<file path="src/rtl/tdc_window_decoder_if.sv">
// Window-result handshake between the TDC decoder and the CPA trace capture logic.
// The producer holds acc_out/min_out/max_out stable while acc_valid_out is high.
interface tdc_window_decoder_if #(
    parameter int OUTPUT_WIDTH = 7,
    parameter int ACC_WIDTH    = OUTPUT_WIDTH + 8
);
    logic [ACC_WIDTH-1:0]    acc_out;
    logic [OUTPUT_WIDTH-1:0] min_out;
    logic [OUTPUT_WIDTH-1:0] max_out;
    logic                    acc_valid_out;
    logic                    acc_ready_in;

    modport master (
        output acc_out,
        output min_out,
        output max_out,
        output acc_valid_out,
        input  acc_ready_in
    );

    modport slave (
        input  acc_out,
        input  min_out,
        input  max_out,
        input  acc_valid_out,
        output acc_ready_in
    );
endinterface

</file>
<file path="src/rtl/tdc_window_decoder.sv">
// Delay-line sensor decoder: per-sample thermometer code conversion plus
// power-of-two window sum/min/max with a valid/ready result port and sticky overrun.
module tdc_window_decoder #(
    parameter int INPUT_LEN    = 64,
    parameter int OUTPUT_WIDTH = 7,
    parameter int ACC_WIDTH    = OUTPUT_WIDTH + 8
) (
    input  logic                    clkin,
    input  logic                    rstin,
    input  logic [INPUT_LEN-1:0]    sensein,
    input  logic                    enable_in,
    input  logic [1:0]              mode_in,
    input  logic [3:0]              acc_len_in,
    output logic [OUTPUT_WIDTH-1:0] sample_out,
    output logic                    sample_valid_out,
    output logic                    overrun_out,
    input  logic                    clear_overrun_in,
    tdc_window_decoder_if.master    res
);

    typedef enum logic [1:0] {IDLE, ACCUM, DRAIN} state_t;

    function automatic logic [OUTPUT_WIDTH-1:0] code_msb(input logic [INPUT_LEN-1:0] w);
        logic [OUTPUT_WIDTH-1:0] r;
        r = '0;
        for (int i = 0; i < INPUT_LEN; i++)
            if (w[i]) r = OUTPUT_WIDTH'(i + 1);
        return r;
    endfunction

    function automatic logic [OUTPUT_WIDTH-1:0] code_popcount(input logic [INPUT_LEN-1:0] w);
        logic [OUTPUT_WIDTH-1:0] r;
        r = '0;
        for (int i = 0; i < INPUT_LEN; i++)
            r = r + {{(OUTPUT_WIDTH-1){1'b0}}, w[i]};
        return r;
    endfunction

    function automatic logic [OUTPUT_WIDTH-1:0] code_run(input logic [INPUT_LEN-1:0] w);
        logic [OUTPUT_WIDTH-1:0] r;
        logic                    run;
        r   = '0;
        run = 1'b1;
        for (int i = 0; i < INPUT_LEN; i++) begin
            run = run & w[i];
            if (run) r = OUTPUT_WIDTH'(i + 1);
        end
        return r;
    endfunction

    function automatic logic [3:0] clamp_len(input logic [3:0] l);
        return (l > 4'd8) ? 4'd8 : l;
    endfunction

    state_t                  state;
    logic [INPUT_LEN-1:0]    sensebuf_p0;
    logic                    vld_p0;
    logic                    win_p0;
    logic                    win_p1;
    logic [1:0]              mode_q;
    logic [3:0]              len_q;
    logic [8:0]              cnt_q;
    logic [ACC_WIDTH-1:0]    acc_q;
    logic [OUTPUT_WIDTH-1:0] min_q;
    logic [OUTPUT_WIDTH-1:0] max_q;
    logic [ACC_WIDTH-1:0]    res_acc;
    logic [OUTPUT_WIDTH-1:0] res_min;
    logic [OUTPUT_WIDTH-1:0] res_max;
    logic                    res_vld;

    logic [OUTPUT_WIDTH-1:0] code_p0;
    logic [8:0]              win_last;
    logic                    accept;
    logic                    complete;
    logic [ACC_WIDTH-1:0]    sum_nxt;
    logic [OUTPUT_WIDTH-1:0] min_nxt;
    logic [OUTPUT_WIDTH-1:0] max_nxt;

    always_comb begin
        case (mode_q)
            2'd1:    code_p0 = code_popcount(sensebuf_p0);
            2'd2:    code_p0 = code_run(sensebuf_p0);
            default: code_p0 = code_msb(sensebuf_p0);
        endcase
    end

    // win_p1 marks samples that belong to the current window; samples captured
    // while draining are never accumulated.
    assign win_last = (9'd1 << len_q) - 9'd1;
    assign accept   = (state != IDLE) && sample_valid_out && win_p1;
    assign complete = accept && (cnt_q == win_last);
    assign sum_nxt  = acc_q + ACC_WIDTH'(sample_out);
    assign min_nxt  = (sample_out < min_q) ? sample_out : min_q;
    assign max_nxt  = (sample_out > max_q) ? sample_out : max_q;

    always_ff @(posedge clkin or posedge rstin) begin
        if (rstin) begin
            state            <= IDLE;
            sensebuf_p0      <= '0;
            vld_p0           <= 1'b0;
            win_p0           <= 1'b0;
            win_p1           <= 1'b0;
            sample_out       <= '0;
            sample_valid_out <= 1'b0;
            mode_q           <= 2'd0;
            len_q            <= 4'd0;
            cnt_q            <= 9'd0;
            acc_q            <= '0;
            min_q            <= '1;
            max_q            <= '0;
            res_acc          <= '0;
            res_min          <= '0;
            res_max          <= '0;
            res_vld          <= 1'b0;
            overrun_out      <= 1'b0;
        end else begin
            // stage 1: capture
            vld_p0 <= enable_in;
            win_p0 <= enable_in && (state != DRAIN);
            if (enable_in) sensebuf_p0 <= sensein;

            // stage 2: code
            sample_valid_out <= vld_p0;
            win_p1           <= win_p0;
            if (vld_p0) sample_out <= code_p0;

            // window accumulation
            case (state)
                IDLE: begin
                    if (enable_in) begin
                        mode_q <= mode_in;
                        len_q  <= clamp_len(acc_len_in);
                        acc_q  <= '0;
                        cnt_q  <= 9'd0;
                        min_q  <= '1;
                        max_q  <= '0;
                        state  <= ACCUM;
                    end
                end
                ACCUM, DRAIN: begin
                    if (complete) begin
                        mode_q <= mode_in;
                        len_q  <= clamp_len(acc_len_in);
                        acc_q  <= '0;
                        cnt_q  <= 9'd0;
                        min_q  <= '1;
                        max_q  <= '0;
                    end else if (accept) begin
                        acc_q <= sum_nxt;
                        cnt_q <= cnt_q + 9'd1;
                        min_q <= min_nxt;
                        max_q <= max_nxt;
                    end
                    if (state == DRAIN)   state <= IDLE;
                    else if (!enable_in)  state <= DRAIN;
                end
                default: state <= IDLE;
            endcase

            // result handshake
            if (complete) begin
                if (!res_vld || res.acc_ready_in) begin
                    res_acc <= sum_nxt;
                    res_min <= min_nxt;
                    res_max <= max_nxt;
                    res_vld <= 1'b1;
                end
            end else if (res_vld && res.acc_ready_in) begin
                res_vld <= 1'b0;
            end

            if (complete && res_vld && !res.acc_ready_in) overrun_out <= 1'b1;
            else if (clear_overrun_in)                    overrun_out <= 1'b0;
        end
    end

    assign res.acc_out       = res_acc;
    assign res.min_out       = res_min;
    assign res.max_out       = res_max;
    assign res.acc_valid_out = res_vld;

endmodule
</file>
<file path="src/flat_wrapper.sv">
// flat-port wrapper written by rule: the top's interface ports become plain ports
module tdc_window_decoder_flat 
#(
    parameter int INPUT_LEN    = 64,
    parameter int OUTPUT_WIDTH = 7,
    parameter int ACC_WIDTH    = OUTPUT_WIDTH + 8
)
  (clkin, rstin, sensein, enable_in, mode_in, acc_len_in, sample_out, sample_valid_out, overrun_out, clear_overrun_in, res_acc_out, res_min_out, res_max_out, res_acc_valid_out, res_acc_ready_in);
  tdc_window_decoder_if #(.OUTPUT_WIDTH(OUTPUT_WIDTH), .ACC_WIDTH(ACC_WIDTH)) res_i ();
  input  logic clkin;
  input  logic rstin;
  input  logic [INPUT_LEN-1:0] sensein;
  input  logic enable_in;
  input  logic [1:0] mode_in;
  input  logic [3:0] acc_len_in;
  output logic [OUTPUT_WIDTH-1:0] sample_out;
  output logic sample_valid_out;
  output logic overrun_out;
  input  logic clear_overrun_in;
  output wire logic [$bits(res_i.acc_out)-1:0] res_acc_out;
  output wire logic [$bits(res_i.min_out)-1:0] res_min_out;
  output wire logic [$bits(res_i.max_out)-1:0] res_max_out;
  output wire logic [$bits(res_i.acc_valid_out)-1:0] res_acc_valid_out;
  input wire logic [$bits(res_i.acc_ready_in)-1:0] res_acc_ready_in;
  assign res_acc_out = res_i.acc_out;
  assign res_min_out = res_i.min_out;
  assign res_max_out = res_i.max_out;
  assign res_acc_valid_out = res_i.acc_valid_out;
  assign res_i.acc_ready_in = res_acc_ready_in;
  tdc_window_decoder #(.INPUT_LEN(INPUT_LEN), .OUTPUT_WIDTH(OUTPUT_WIDTH), .ACC_WIDTH(ACC_WIDTH)) u_core (.clkin(clkin), .rstin(rstin), .sensein(sensein), .enable_in(enable_in), .mode_in(mode_in), .acc_len_in(acc_len_in), .sample_out(sample_out), .sample_valid_out(sample_valid_out), .overrun_out(overrun_out), .clear_overrun_in(clear_overrun_in), .res(res_i));
endmodule
</file>
<file path="config.mk">
export PLATFORM = sky130hd
export DESIGN_NAME = tdc_window_decoder_flat
export DESIGN_NICKNAME = d
export VERILOG_FILES = /design/src/rtl/tdc_window_decoder_if.sv /design/src/rtl/tdc_window_decoder.sv /design/src/flat_wrapper.sv
export SDC_FILE = /design/constraint.sdc
export NUM_CORES = 1
export LEC_CHECK = 0
export ABC_AREA = 1
export CELL_PAD_IN_SITES_DETAIL_PLACEMENT = 1
export CELL_PAD_IN_SITES_GLOBAL_PLACEMENT = 1
export CORE_ASPECT_RATIO = 1.25
export CORE_UTILIZATION = 26
export DETAILED_ROUTE_END_ITERATION = 16
export GPL_TIMING_DRIVEN = 0
export MAX_ROUTING_LAYER = met4
export PLACE_DENSITY_LB_ADDON = 0.1
export REMOVE_ABC_BUFFERS = 1
export SYNTH_ARGS = -nofsm -noshare
export SYNTH_HDL_FRONTEND = slang
export SYNTH_SLANG_ARGS = --single-unit
export TNS_END_PERCENT = 20
</file>
<file path="constraint.sdc">
create_clock -name clkin -period 8.85 [get_ports clkin]
set_input_delay 2.2125 -clock clkin [delete_from_list [all_inputs] [get_ports clkin]]
set_output_delay 2.2125 -clock clkin [all_outputs]
set_load 0.05 [all_outputs]
</file>
# Word level (Yosys, flattened, before mapping)
# Cells that the tools add are included.
[classes] add_sub_neg=66 magnitude_cmp=3 n_eq_ne=11 shift=1 muxes=162 n_bitwise=63 reduce_logical=21
[ops] operator="2-to-1 mux 7 bit" count=72
[ops] operator="adder 7 x 1 -> 7 bit" count=62
[ops] operator="2-to-1 mux 6 bit" count=32
[ops] operator="2-to-1 mux 5 bit" count=16
[ops] operator="AND 1 bit" count=63
[ops] operator="2-to-1 mux 15 bit" count=3
[ops] operator="2-to-1 mux 4 bit" count=11
[ops] operator="one-hot mux 7 bit (2 select lines)" count=3
[ops] operator="one-hot mux 15 bit (2 select lines)" count=1
[ops] operator="2-to-1 mux 9 bit" count=3
[ops] operator="one-hot mux 9 bit (2 select lines)" count=1
[ops] operator="adder 15 x 7 -> 15 bit" count=1
[ops] operator="2-to-1 mux 2 bit" count=7
[ops] operator="2-to-1 mux 3 bit" count=4
[ops] operator="adder 9 x 1 -> 9 bit (second input constant)" count=1
[ops] operator="equality test 9 bit" count=1
[ops] operator="left shift 1 x 4 -> 9 bit (first input constant)" count=1
[ops] operator="subtractor 9 x 1 -> 9 bit (second input constant)" count=1
[ops] operator="one-hot mux 2 bit (2 select lines)" count=2
[ops] operator="one-hot mux 4 bit (2 select lines)" count=1
[ops] operator="nonzero test 2 bit" count=4
[ops] operator="greater-than comparator 7 bit" count=1
[ops] operator="logical AND 1 bit" count=7
[ops] operator="< comparator 7 bit" count=1
[ops] operator="15 further kinds" count=28
[word_totals] register_bits=152 input_bits=75 output_inout_bits=39 wordCells=345

# Logic depth before layout (Yosys ltp)
[logic_depth] ltp_word=65 depth_mapped=37 ltp_nobuf=37

# Worst setup path before layout
# OpenSTA, ideal clock, no wires.
[synth_path] path_kind="reg-to-reg" from="register u_core.sensebuf_p0[54]" to="register u_core.sample_out[6]" setup_time_ns=0.074 t_arrival_ns=6.360 required_ns=8.776 slack_ns=2.416 path_stages_with_launch=25 path_buffers=0 synth_period_minus_slack_ns=6.434 cell_sequence="dfrtp_1 > fa_1 > inv_1 > fa_1 > inv_1 > fa_1 > inv_1 > fa_1 > inv_1 > fa_1 > inv_1 > fa_1 > fa_1 > fa_1 > fa_1 > fa_1 > o31ai_1 > inv_1 > nor2_1 > o21ai_0 > nand2_1 > a21oi_1 > o21ai_2 > nand3_2 > o21ai_2"
[synth_between] elab_chain_len=12
[synth_lines] item="start: declaration" line="tdc_window_decoder.sv:56" rtl="logic [INPUT_LEN-1:0] sensebuf_p0;"
[synth_lines] item="start signal: assignment" line="tdc_window_decoder.sv:120" rtl="if (enable_in) sensebuf_p0 <= sensein;"
[synth_lines] item="branches (longest 11 deep; another with adder 7 x 1 -> 7 bit)"
[synth_lines] item="one-hot mux 7 bit (2 select lines) (*)" line="tdc_window_decoder.sv:80" rtl="case (mode_q)"
[synth_lines] item="end signal: assignment" line="tdc_window_decoder.sv:125" rtl="if (vld_p0) sample_out <= code_p0;"
[synth_lines] item="end: declaration" line="tdc_window_decoder.sv:14" rtl="output logic [OUTPUT_WIDTH-1:0] sample_out,"
# Every way passes the cells marked *.
# A chain may end at the register's enable or synchronous reset.

# Final worst setup path
# Same ends and word-level chain as after synthesis.

==> results.txt <==
Final #Nets: 1508
Skew final: 0.00944 ns
RePlAce Congestion: 0.790
Launch point of the worst path: u_core.sensebuf_p0[54]
Max cap viols: 0
Synth Flop Type: dfrtp_1
Die W: 179 um
Postcts setup bufs: 0
Clock Sinks: 152
Htree depth: 4
EDFF count, synth: 0
Mapped Area: 10200 um2
Drt total wl: 29.2 mm
Core ar.: 38300 um2
Area grow syn2layout: 23.5%
RR Endpoint: u_core.sample_out[6]
Status: finished clean
Max Fclk: 145 MHz
Initial antenna violation count: 0
Startpoint Class: register
Drt first pass iters: 4
Post-synth top cells: nand2_1, inv_1, o21ai_0
Async set or reset register ratio after synthesis: 100%
Slew headroom: 21.5%
Max IR drop VDD: 0.764 mV
Io pins: 114
Yosys warns: 0
CTS Buffer Depth: 2
Seq cells post-synth: 152
Vias in the first global route: 9365
Crit. End Element: register
Multi-input logic area: 5470 um2
Worst Setup EP: u_core.sample_out[6]
Count leader, synth: nand2_1
CTS tree: built
Seq/Total Area, Yosys: 37.5%
Synth Area per Inst: 8.30 um2
Register area: 3810 um2
Synth top area share: 35.7%
LEAKAGE: 5.72 nW
Worst Hold Class: register to register
Final setup violation count: 0
Routed Antenna Nets: 0
Worst slack at placement: 1.95 ns
Grt ovf: 0
Drt via density: 4.60
Die ar.: 39900 um2
R2R Setup Slk: 1.98 ns
M2 GR Usage: 28.6%
Clk_lat worst skew: 0.45 ns
Fin worst setup slack: 1.98 ns
Via count: 8452
Largest net degree at the start of global routing: 105
Layout filler cell count: 4568
Iteration-0 DRC Markers: 275
Post-CTS resize count: 0
Synth area leaders: dfrtp_1, fa_1, nand2_1, o21ai_0, inv_1
Post-Syn Instances: 1226
Least-Margin Pin Slew: 1.17 ns
Unrepaired setup endpoints after global routing: false
Root Buffer: clkbuf_16
Detailed placement HPWL: 23.3 mm
Port buffer count: 113
GR Util met3: 2.62%
R2R depth: 24
Most Crowded Layer GR: met2
CP Data Arrival Time: 7.25 ns
Crit path kind: register to register
Total GRT Usage: 16.4%
Tcrit/Tclk final: 77.7%
First-pass GRT wire length: 49.4 mm
Hold Fails Final Rpt: 0
Met1 GRT Util: 18.9%
Starting Density: 26.5%
Pwr Total: 5.72 mW
Cts bufs inserted: 17
P per Cell Area: 456 nW/um2
Antenna Cells: 0
Worst hold margin: 0.352 ns
Worst Path Required: 9.22 ns
Layout cells sized above 1: 7.13%
Reg2reg start: u_core.sensebuf_p0[54]
DR DRC count: 0
Final Max Tran Viols: 0
Min Tclk post-route: 6.87 ns
Clock-pin slew on the worst setup and hold paths: 0.07 ns
Synth unique cells: 47
Height of the die: 223 um
Area leader, netlist: dfrtp_1
FP Rows: 80
Avg WL per Cell: 15.9 um
Post-CTS Hold Fix Bufs: 0
Worst-path fanout max: 5
power breakdown:
part           internal [mW]  switching, mW
logic                   1.58           2.38
registers              0.808          0.136
clock network          0.482          0.336
worst min-delay path by stage:
stage	startpoint	end	slack (ns)	cells after the start
6_report	u_core.win_p0	u_core.win_p1	0.35	0
5_1_grt	u_core.win_p0	u_core.win_p1	0.38	0
4_1_cts	u_core.win_p0	u_core.win_p1	0.35	0
3_5_place_dp	u_core.win_p0	u_core.win_p1	0.34	0
3_3_place_gp	u_core.win_p0	u_core.win_p1	0.33	0
2_1_floorplan	u_core.win_p0	u_core.win_p1	0.33	0
critical path, stage by stage, from the launching register on:
cell and delay [ns]:
dfrtp_1 0.47, fa_1 0.56, inv_1 0.06, fa_1 0.52, inv_1 0.07, fa_1 0.55, inv_1 0.06, fa_1 0.50
inv_1 0.05, fa_1 0.52, inv_1 0.05, fa_1 0.48, fa_1 0.52, fa_1 0.52, fa_1 0.48, fa_1 0.43
o31ai_1 0.26, inv_1 0.08, nor2_1 0.12, o21ai_0 0.09, nand2_1 0.08, a21oi_1 0.07, o21ai_2 0.08, nand3_2 0.08
o21ai_2 0.07
sequential cells by signal (all words and copies together) (netlist names):
signal                    cells
u_core.state                  2
u_core.max_q                  7
u_core.overrun_out            1
u_core.vld_p0                 1
u_core.mode_q                 2
u_core.min_q                  7
u_core.res.acc_out           15
u_core.res.min_out            7
u_core.win_p0                 1
u_core.res.acc_valid_out      1
u_core.win_p1                 1
u_core.acc_q                 15
u_core.cnt_q                  9
u_core.sensebuf_p0           64
u_core.sample_valid_out       1
u_core.res.max_out            7
u_core.len_q                  4
u_core.sample_out             7
per-stage QoR:
| step | cell area [um2] | TNS, ns | std cells | util, % |
|---|---|---|---|---|
| 4_1_cts | 12600 | 0 | 1838 | 32.8 |
| 3_5_place_dp | 11900 | 0 | 1806 | 31.1 |
| 6_report | 12600 | 0 | 1838 | 32.8 |
| 2_1_floorplan | 10100 | 0 | 1196 | - |
| 3_3_place_gp | 11800 | -138.16 | 1801 | 30.8 |
| 5_1_grt | 12600 | 0 | 1838 | 32.8 |
routing by layer:
| metal | up-vias | share of wire, % |
|---|---|---|
| li1 | 4211 | - |
| met1 | 4102 | 43 |
| met2 | 102 | 52 |
| met3 | 37 | 2.3 |
| met4 | 0 | 2.0 |
| met5 | - | 0 |
final cells by class:
class / instances / share of cell area, %
Multi-Input combinational cell: 835 / 43.5
Sequential cell: 152 / 30.4
Tap cell: 492 / 4.90
Inverter: 209 / 6.31
Timing Repair Buffer: 118 / 9.80
Clock buffer: 18 / 3.42
Clock inverter: 14 / 1.67
cell usage in the layout (no fill, tap or decap), types with 5 or more instances in the layout:
cell	synthesis	layout
a21oi_1	43	43
clkbuf_16	0	17
clkdlybuf4s50_1	0	112
dfrtp_1	145	145
dfstp_2	7	7
fa_1	55	55
ha_1	45	45
inv_1	205	204
inv_6	0	5
nand2_1	244	244
nand3_1	56	55
nand4_1	18	18
nand4_2	9	9
nand4_4	5	5
nor2_1	65	65
nor2_2	16	16
nor2_4	6	6
nor3_1	7	7
nor4_1	15	15
o21ai_0	160	160
o22ai_1	22	22
xnor2_1	7	7
xor2_1	22	22
kinds of logic after synthesis:
kind of cell / count (synthesis) / share of synthesized area, %
simple gates: 454 / 21.4
compound gates: 252 / 13.4
buf+inv: 239 / 8.86
flops: 152 / 37.5
fa+ha+maj: 100 / 16.4
xor+xnor: 29 / 2.50
No activity file was read; power rests on OpenSTA's default activity.
